==> src/rtl/triangle_vertex_loader.sv <==
// -----------------------------------------------------------------------------
// triangle_vertex_loader
//
// Upstream stage of draw_triangle. Takes a new triangle from the host as a
// six-word stream (x0, y0, x1, y1, x2, y2) and stores it in shadow registers,
// clamping each coordinate to the active area. The complete shadow triangle is
// committed to the outputs in one step on the next vsync rising edge, so the
// renderer never sees a half-updated triangle within a frame.
//
// Ports:
//   pixel_clk     sole clock
//   rst           asynchronous, active-high reset
//   s_data        stream word (unsigned coordinate)
//   s_valid       s_data valid
//   s_ready       loader accepts a word (state decode only)
//   video_vsync   vertical sync from draw_triangle
//   x0..y2        committed vertices, registered
//   pending       complete triangle in shadow, waiting for vsync
//   load_idx      index of the next expected word (0..5)
//   commit_pulse  one-cycle pulse after each commit
//   commit_count  commits since reset, wraps modulo 2^16
// -----------------------------------------------------------------------------
module triangle_vertex_loader #(
  parameter int H_ACTIVE_VIDEO = 1024,
  parameter int V_ACTIVE_VIDEO = 768,
  parameter int INIT_X0        = 100,
  parameter int INIT_Y0        = 100,
  parameter int INIT_X1        = 500,
  parameter int INIT_Y1        = 100,
  parameter int INIT_X2        = 300,
  parameter int INIT_Y2        = 400
) (
  input  logic        pixel_clk,
  input  logic        rst,
  input  logic [31:0] s_data,
  input  logic        s_valid,
  output logic        s_ready,
  input  logic        video_vsync,
  output logic [31:0] x0,
  output logic [31:0] y0,
  output logic [31:0] x1,
  output logic [31:0] y1,
  output logic [31:0] x2,
  output logic [31:0] y2,
  output logic        pending,
  output logic [2:0]  load_idx,
  output logic        commit_pulse,
  output logic [15:0] commit_count
);

  typedef enum logic {
    ST_LOAD    = 1'b0,
    ST_PENDING = 1'b1
  } state_e;

  localparam logic [31:0] X_MAX = 32'(H_ACTIVE_VIDEO - 1);
  localparam logic [31:0] Y_MAX = 32'(V_ACTIVE_VIDEO - 1);

  // Element i holds word i of the stream: 0=x0, 1=y0, 2=x1, 3=y1, 4=x2, 5=y2.
  localparam logic [5:0][31:0] INIT_VERTS = {
    32'(INIT_Y2), 32'(INIT_X2),
    32'(INIT_Y1), 32'(INIT_X1),
    32'(INIT_Y0), 32'(INIT_X0)
  };

  state_e            state_q, state_d;
  logic [2:0]        load_idx_q, load_idx_d;
  logic [5:0][31:0]  shadow_q, shadow_d;
  logic [5:0][31:0]  verts_q, verts_d;
  logic              vsync_prev_q, vsync_prev_d;
  logic              commit_pulse_q, commit_pulse_d;
  logic [15:0]       commit_count_q, commit_count_d;

  logic              vsync_rise;
  logic [31:0]       word_limit;
  logic [31:0]       word_clamped;

  assign vsync_rise   = video_vsync && !vsync_prev_q;
  // Even indices are x coordinates, odd indices are y coordinates.
  assign word_limit   = load_idx_q[0] ? Y_MAX : X_MAX;
  assign word_clamped = (s_data > word_limit) ? word_limit : s_data;

  // NOTE: every signal written here gets a default first, so no path through
  // the case can leave one unassigned and infer a latch.
  always_comb begin
    state_d        = state_q;
    load_idx_d     = load_idx_q;
    shadow_d       = shadow_q;
    verts_d        = verts_q;
    vsync_prev_d   = video_vsync;
    commit_pulse_d = 1'b0;
    commit_count_d = commit_count_q;

    unique case (state_q)
      ST_LOAD: begin
        // A vsync edge here is deliberately ignored: a partial triangle and its
        // index survive across frames until the sixth word arrives.
        if (s_valid) begin
          shadow_d[load_idx_q] = word_clamped;
          if (load_idx_q == 3'd5) begin
            load_idx_d = 3'd0;
            state_d    = ST_PENDING;
          end else begin
            load_idx_d = load_idx_q + 3'd1;
          end
        end
      end
      ST_PENDING: begin
        // vsync_prev_q is updated every cycle regardless of state, so an edge
        // that coincided with the sixth word is already consumed here.
        if (vsync_rise) begin
          verts_d        = shadow_q;
          state_d        = ST_LOAD;
          commit_pulse_d = 1'b1;
          commit_count_d = commit_count_q + 16'd1;
        end
      end
      default: state_d = ST_LOAD;
    endcase
  end

  // NOTE: state uses non-blocking assignments so every flop samples the values
  // from before the edge, independent of statement order.
  // NOTE: the shadow array is reset too (it is only six words), so a reset
  // mid-load leaves no stale coordinates behind.
  always_ff @(posedge pixel_clk or posedge rst) begin
    if (rst) begin
      state_q        <= ST_LOAD;
      load_idx_q     <= 3'd0;
      shadow_q       <= INIT_VERTS;
      verts_q        <= INIT_VERTS;
      vsync_prev_q   <= 1'b0;
      commit_pulse_q <= 1'b0;
      commit_count_q <= 16'd0;
    end else begin
      state_q        <= state_d;
      load_idx_q     <= load_idx_d;
      shadow_q       <= shadow_d;
      verts_q        <= verts_d;
      vsync_prev_q   <= vsync_prev_d;
      commit_pulse_q <= commit_pulse_d;
      commit_count_q <= commit_count_d;
    end
  end

  // s_ready depends on the state register only, never on s_valid.
  assign s_ready      = (state_q == ST_LOAD);
  assign pending      = (state_q == ST_PENDING);
  assign load_idx     = load_idx_q;
  assign commit_pulse = commit_pulse_q;
  assign commit_count = commit_count_q;

  assign x0 = verts_q[0];
  assign y0 = verts_q[1];
  assign x1 = verts_q[2];
  assign y1 = verts_q[3];
  assign x2 = verts_q[4];
  assign y2 = verts_q[5];

endmodule

==> config.mk <==
export PLATFORM = sky130hd
export DESIGN_NAME = triangle_vertex_loader
export DESIGN_NICKNAME = d
export VERILOG_FILES = /design/src/rtl/triangle_vertex_loader.sv
export SDC_FILE = /design/constraint.sdc
export NUM_CORES = 1
export LEC_CHECK = 0
export ABC_AREA = 1
export BUFFER_PORTS_ARGS = -buffer_cell sky130_fd_sc_hd__buf_4
export CAP_MARGIN = 20
export CORE_ASPECT_RATIO = 1.4
export CORE_MARGIN = 4
export CORE_UTILIZATION = 56
export DETAILED_ROUTE_END_ITERATION = 10
export GPL_TIMING_DRIVEN = 0
export HOLD_SLACK_MARGIN = 0.15
export PLACE_DENSITY = 0.81
export SYNTH_ARGS = -nofsm -noshare
export SYNTH_HDL_FRONTEND = slang
export SYNTH_SLANG_ARGS = --single-unit
==> constraint.sdc <==
create_clock -name pixel_clk -period 13 [get_ports pixel_clk]
set_clock_uncertainty 0.1 [all_clocks]
set_input_delay 0.65 -clock pixel_clk [delete_from_list [all_inputs] [get_ports pixel_clk]]
set_output_delay 0.65 -clock pixel_clk [all_outputs]
set_load 0.05 [all_outputs]
==> summary by stage <==
Status
The run finished with clean final reports.

Detailed routing
The count of nets left with antenna violations once routing finished came out at 0. The total via count in the routed design is between 10000 and 15000. The starting DRC count in detailed routing is roughly 530. The first detailed-routing pass ran for 5 iterations. The number of DRC violations after detailed routing is 0. The final layout contains routed wiring with a total length of 35.29 mm. In the routed layout, each cell is associated on average with a via count of 5.064. The routed length per placed instance is 16.90 um.

Min path
The launch point of the worst hold path is video_vsync. The worst hold path cell count is 1. The type of the worst min-delay path is in -> reg. The endpoint with the worst hold slack is vsync_prev_q.

Power and ir drop
Per report_power, the combinational group accounts for 39.6% of the total. In this run the static leakage power is 9.364 nW. The analysis attributes to net switching a power of 2.189 mW.

The share of total power in the clock network is 21.9%. Power spread over the standard cell area amounts to 284.1 nW/um2. The internal power is 3.035 mW. The power share of the sequential group is 38.5%. In this run switching power makes up 41.91% of total power. IR analysis of the VDD net gives a maximum drop of approximately 210 uV.

Flow run
Max-cap violations in this run came to 0.

Setup path
The required time at the endpoint of the critical path is 13.48 ns. STA classifies the critical path endpoint as an async pin. The setup path with the least slack is of type in -> async. In this run the critical register-to-register path is launched from load_idx[0]. The internal reg-to-reg setup slack is 10.72 ns. For the worst flop-to-flop path, the logic depth is 9.

In this run the critical register-to-register path is captured at shadow_q[101]. Along the worst path, the maximum fanout reaches 138. Data arrives at the worst endpoint at ~2.8 ns. The launching element of the worst setup path is rst. The worst setup path is launched from an input pin.

Logic synthesis
The main combinational cell family by area after synthesis is simple AND/OR/NAND/NOR gates. The average size of a mapped cell is 10.16 um2. The count of different cell masters after synthesis is 26. After Yosys synthesis, and, or, nand and nor cells account for 13.65% of the synthesized area. The net count after synthesis is roughly 1500. Of the synthesized area, sequential elements account for 69.45%. The number of cells produced by synthesis is 1448. The arithmetic-cell share of the synthesized area counting full adders, half adders and majority gates is 0.1701%.

Counting flops and latches in the post-synthesis netlist gives between 400 and 500. For this run, the number of Yosys warnings is 0. The synthesized netlist devotes about 8.4% of its cell area to compound gates. Of the post-synthesis cell area, the part taken by muxes is 0%. The synthesized-area fraction occupied by xor and xnor cells is less than 1%.

The mapped netlist covers 14710 um2.

Floorplanning
The number of standard-cell rows in the floorplan is 69. The die covers ~29000 um2. The area of the core is 25640 um2. In this run the horizontal extent of the chip is 145.0 um. Once the floorplan was initialized, standard cells occupied 57.37% of the core.

The overall die height is 199.8 um. 250 I/O pins were placed.

Clock tree
In this run the deepest clock path goes through 3 buffers. The number of CTS-inserted buffers is 37. The tree is rooted in a clkbuf_16. Once the clock tree was built, the resizer swapped 0 gates to a different size.

After clock tree synthesis, the clock-pin slew on the worst setup and hold paths is 0.06 ns. The CTS tree is yes. The maximum level of the CTS H-tree is 2. For the worst-skew pair, the clock arrives at the later sink with an insertion delay of 0.53 ns. The number of clock sinks is 406.

Global route
Entering global routing, the biggest net connects 139 pins. The initial antenna violation count was 0. The number of global-route vias before repair is between 10000 and 15000. The global-route wire length before repair is 57.73 mm.

The overall overflow remaining after global route is 0. The total routing usage reported by global routing is 24.81%.

Timing
The worst path meets setup with 10.67 ns of slack. The count of endpoints failing setup in the final report is 0. For the pin with the worst max-slew slack, the measured transition is 0.7488 ns. Of the available clock period, the critical path in the final layout requires 17.89%. The total negative slack is 0 ns.

The headroom to the max-slew limit is roughly half. Setup repair after global routing left no endpoint under its margin. The final count of pins violating max slew came to 0.

Based on the critical path, the design can be clocked at up to 430.0 MHz. The count of endpoints failing hold in the final timing report is 0. The clock period minus worst slack is 2.326 ns.

Finish
The area added between synthesis and finish is 25.03%. The post-layout net count is 1778. After filler insertion, the fill cell instance count of the layout stands at 1783. The antenna diode instance count is 0. The share of final-layout standard cells stronger than drive strength 1 is 23.40%. The multi-input combinational cell area is between 3000 and 4000 um2. The register area is 10210 um2.

At the end of the flow the core is filled with cells to 71.73%.

Placement
The number of input and output port buffers inserted is 249. At the placement stage, the worst setup path has a slack of 10.43 ns. At the end of routability-driven placement, the weighted congestion stood at 0.8137.

After legalization and detailed placement, the total HPWL measured 24.28 mm.
-- per-stage QoR --
step                cells  hold slack (ns)  total power, mW  area, um2
floorplan            1448           0.3356            3.416      14710
global placement     2016           0.3543            4.035      16980
detailed placement   2019           0.3547            4.101      17070
CTS                  2088           0.1566            5.266      18390
global route         2088           0.1653            5.506      18390
finish               2088           0.1810            5.224      18390
-- synthesized netlist by cell type (all sizes together) --
| cell | n | share of area, % |
|---|---|---|
| inv | 216 | 5.5 |
| dfstp | 44 | 7.9 |
| xnor2 | 7 | 0.42 |
| nand2 | 296 | 7.6 |
| clkinv | 1 | 0.025 |
| o22ai | 1 | 0.043 |
| nor2 | 168 | 4.7 |
| buf | 40 | 1.3 |
| o21ai | 246 | 8.4 |
| nand3 | 19 | 0.65 |
| nor3 | 2 | 0.10 |
| xor2 | 5 | 0.30 |
| nand3b | 10 | 0.60 |
| ha | 2 | 0.17 |
| dfrtp | 362 | 62 |
| nand4 | 1 | 0.043 |
| clkbuf | 27 | 0.69 |
| a21oi | 1 | 0.034 |
-- worst max-delay path, stage by stage --
cell and delay (ns):
dlygate4sd3_1 0.55, buf_4 0.16, inv_8 0.29, buf_16 0.43
buf_16 0.46
-- layout by cell type (no fill, tap or decap), types with 2 or more instances in the layout --
cell	netlist	final
dfrtp_1	362	362
nand2_1	295	295
buf_4	0	249
o21ai_0	243	243
inv_1	213	212
nor2_1	158	158
dfstp_2	44	44
clkbuf_16	0	39
buf_2	38	38
clkbuf_1	27	32
nand3_1	19	19
nand3b_1	9	9
clkbuf_8	0	9
nor2_4	7	7
xnor2_1	7	7
xor2_1	5	5
clkinvlp_4	0	5
clkinv_2	0	4
bufinv_16	0	4
inv_2	3	3
nor2_2	3	3
o21ai_1	3	3
buf_16	0	3
buf_1	2	2
ha_1	2	2
-- worst max path at each step --
stage / end / slack, ns / cells after the start
after floorplan: commit_count[0] / 1.03 / 1
after global placement: x1[14] / -2.52 / 2
after detailed placement: shadow_q[97] / 10.43 / 9
after CTS: commit_count[9] / 10.67 / 5
after global routing: x1[15] / 10.46 / 5
final: x1[16] / 10.67 / 5
-- state kept, by name (all words and copies together) (netlist names) --
| register | flops |
|---|---|
| commit_pulse | 1 |
| commit_count | 16 |
| x2 | 32 |
| y2 | 32 |
| x0 | 32 |
| x1 | 32 |
| y0 | 32 |
| load_idx | 3 |
| pending | 1 |
| shadow_q | 192 |
| y1 | 32 |
| vsync_prev_q | 1 |
-- final cells by class --
cell class                      instances  share of cell area (%)
Buffer                                 67                   1.626
Clock inverter                         15                   1.061
Clock buffer                           53                   6.082
Sequential cell                       406                   55.54
Tap cell                              319                   2.170
Timing Repair Buffer                  253                   10.67
Inverter                              217                   4.470
Multi-Input combinational cell        758                   18.38
-- power by group through the flow --
stage / Combinational, mW / Clock [mW] / Sequential (mW)
final: 2.07 / 1.14 / 2.01
after CTS: 2.09 / 1.16 / 2.01
after global routing: 2.22 / 1.22 / 2.06
after floorplan: 0.542 / 0 / 2.87
after global placement: 2.02 / 0 / 2.01
after detailed placement: 2.08 / 0 / 2.02
-- routing by layer --
layer	vias up	part of all wire [%]	global-route usage (%)	wire [um]
li1	5009	-	-	-
met1	5204	40	30.42	14030
met2	280	51	43.82	17990
met3	80	5.3	5.330	1880
met4	0	3.9	9.613	1387
met5	-	0	0	0
-- timing repair --
action,in CTS,in global routing
hold endpoints to repair,53,0
hold buffers,1,0
setup buffers,0,0
-- cells by family (layout without fill, tap and decap cells) --
| group | after synthesis | count (layout) |
|---|---|---|
| fa+ha+maj | 2 | 2 |
| compound gates | 248 | 248 |
| buf+inv | 284 | 605 |
| xor+xnor | 12 | 12 |
| flops | 406 | 406 |
| simple gates | 496 | 496 |
Power figures use the tool's default switching activity.
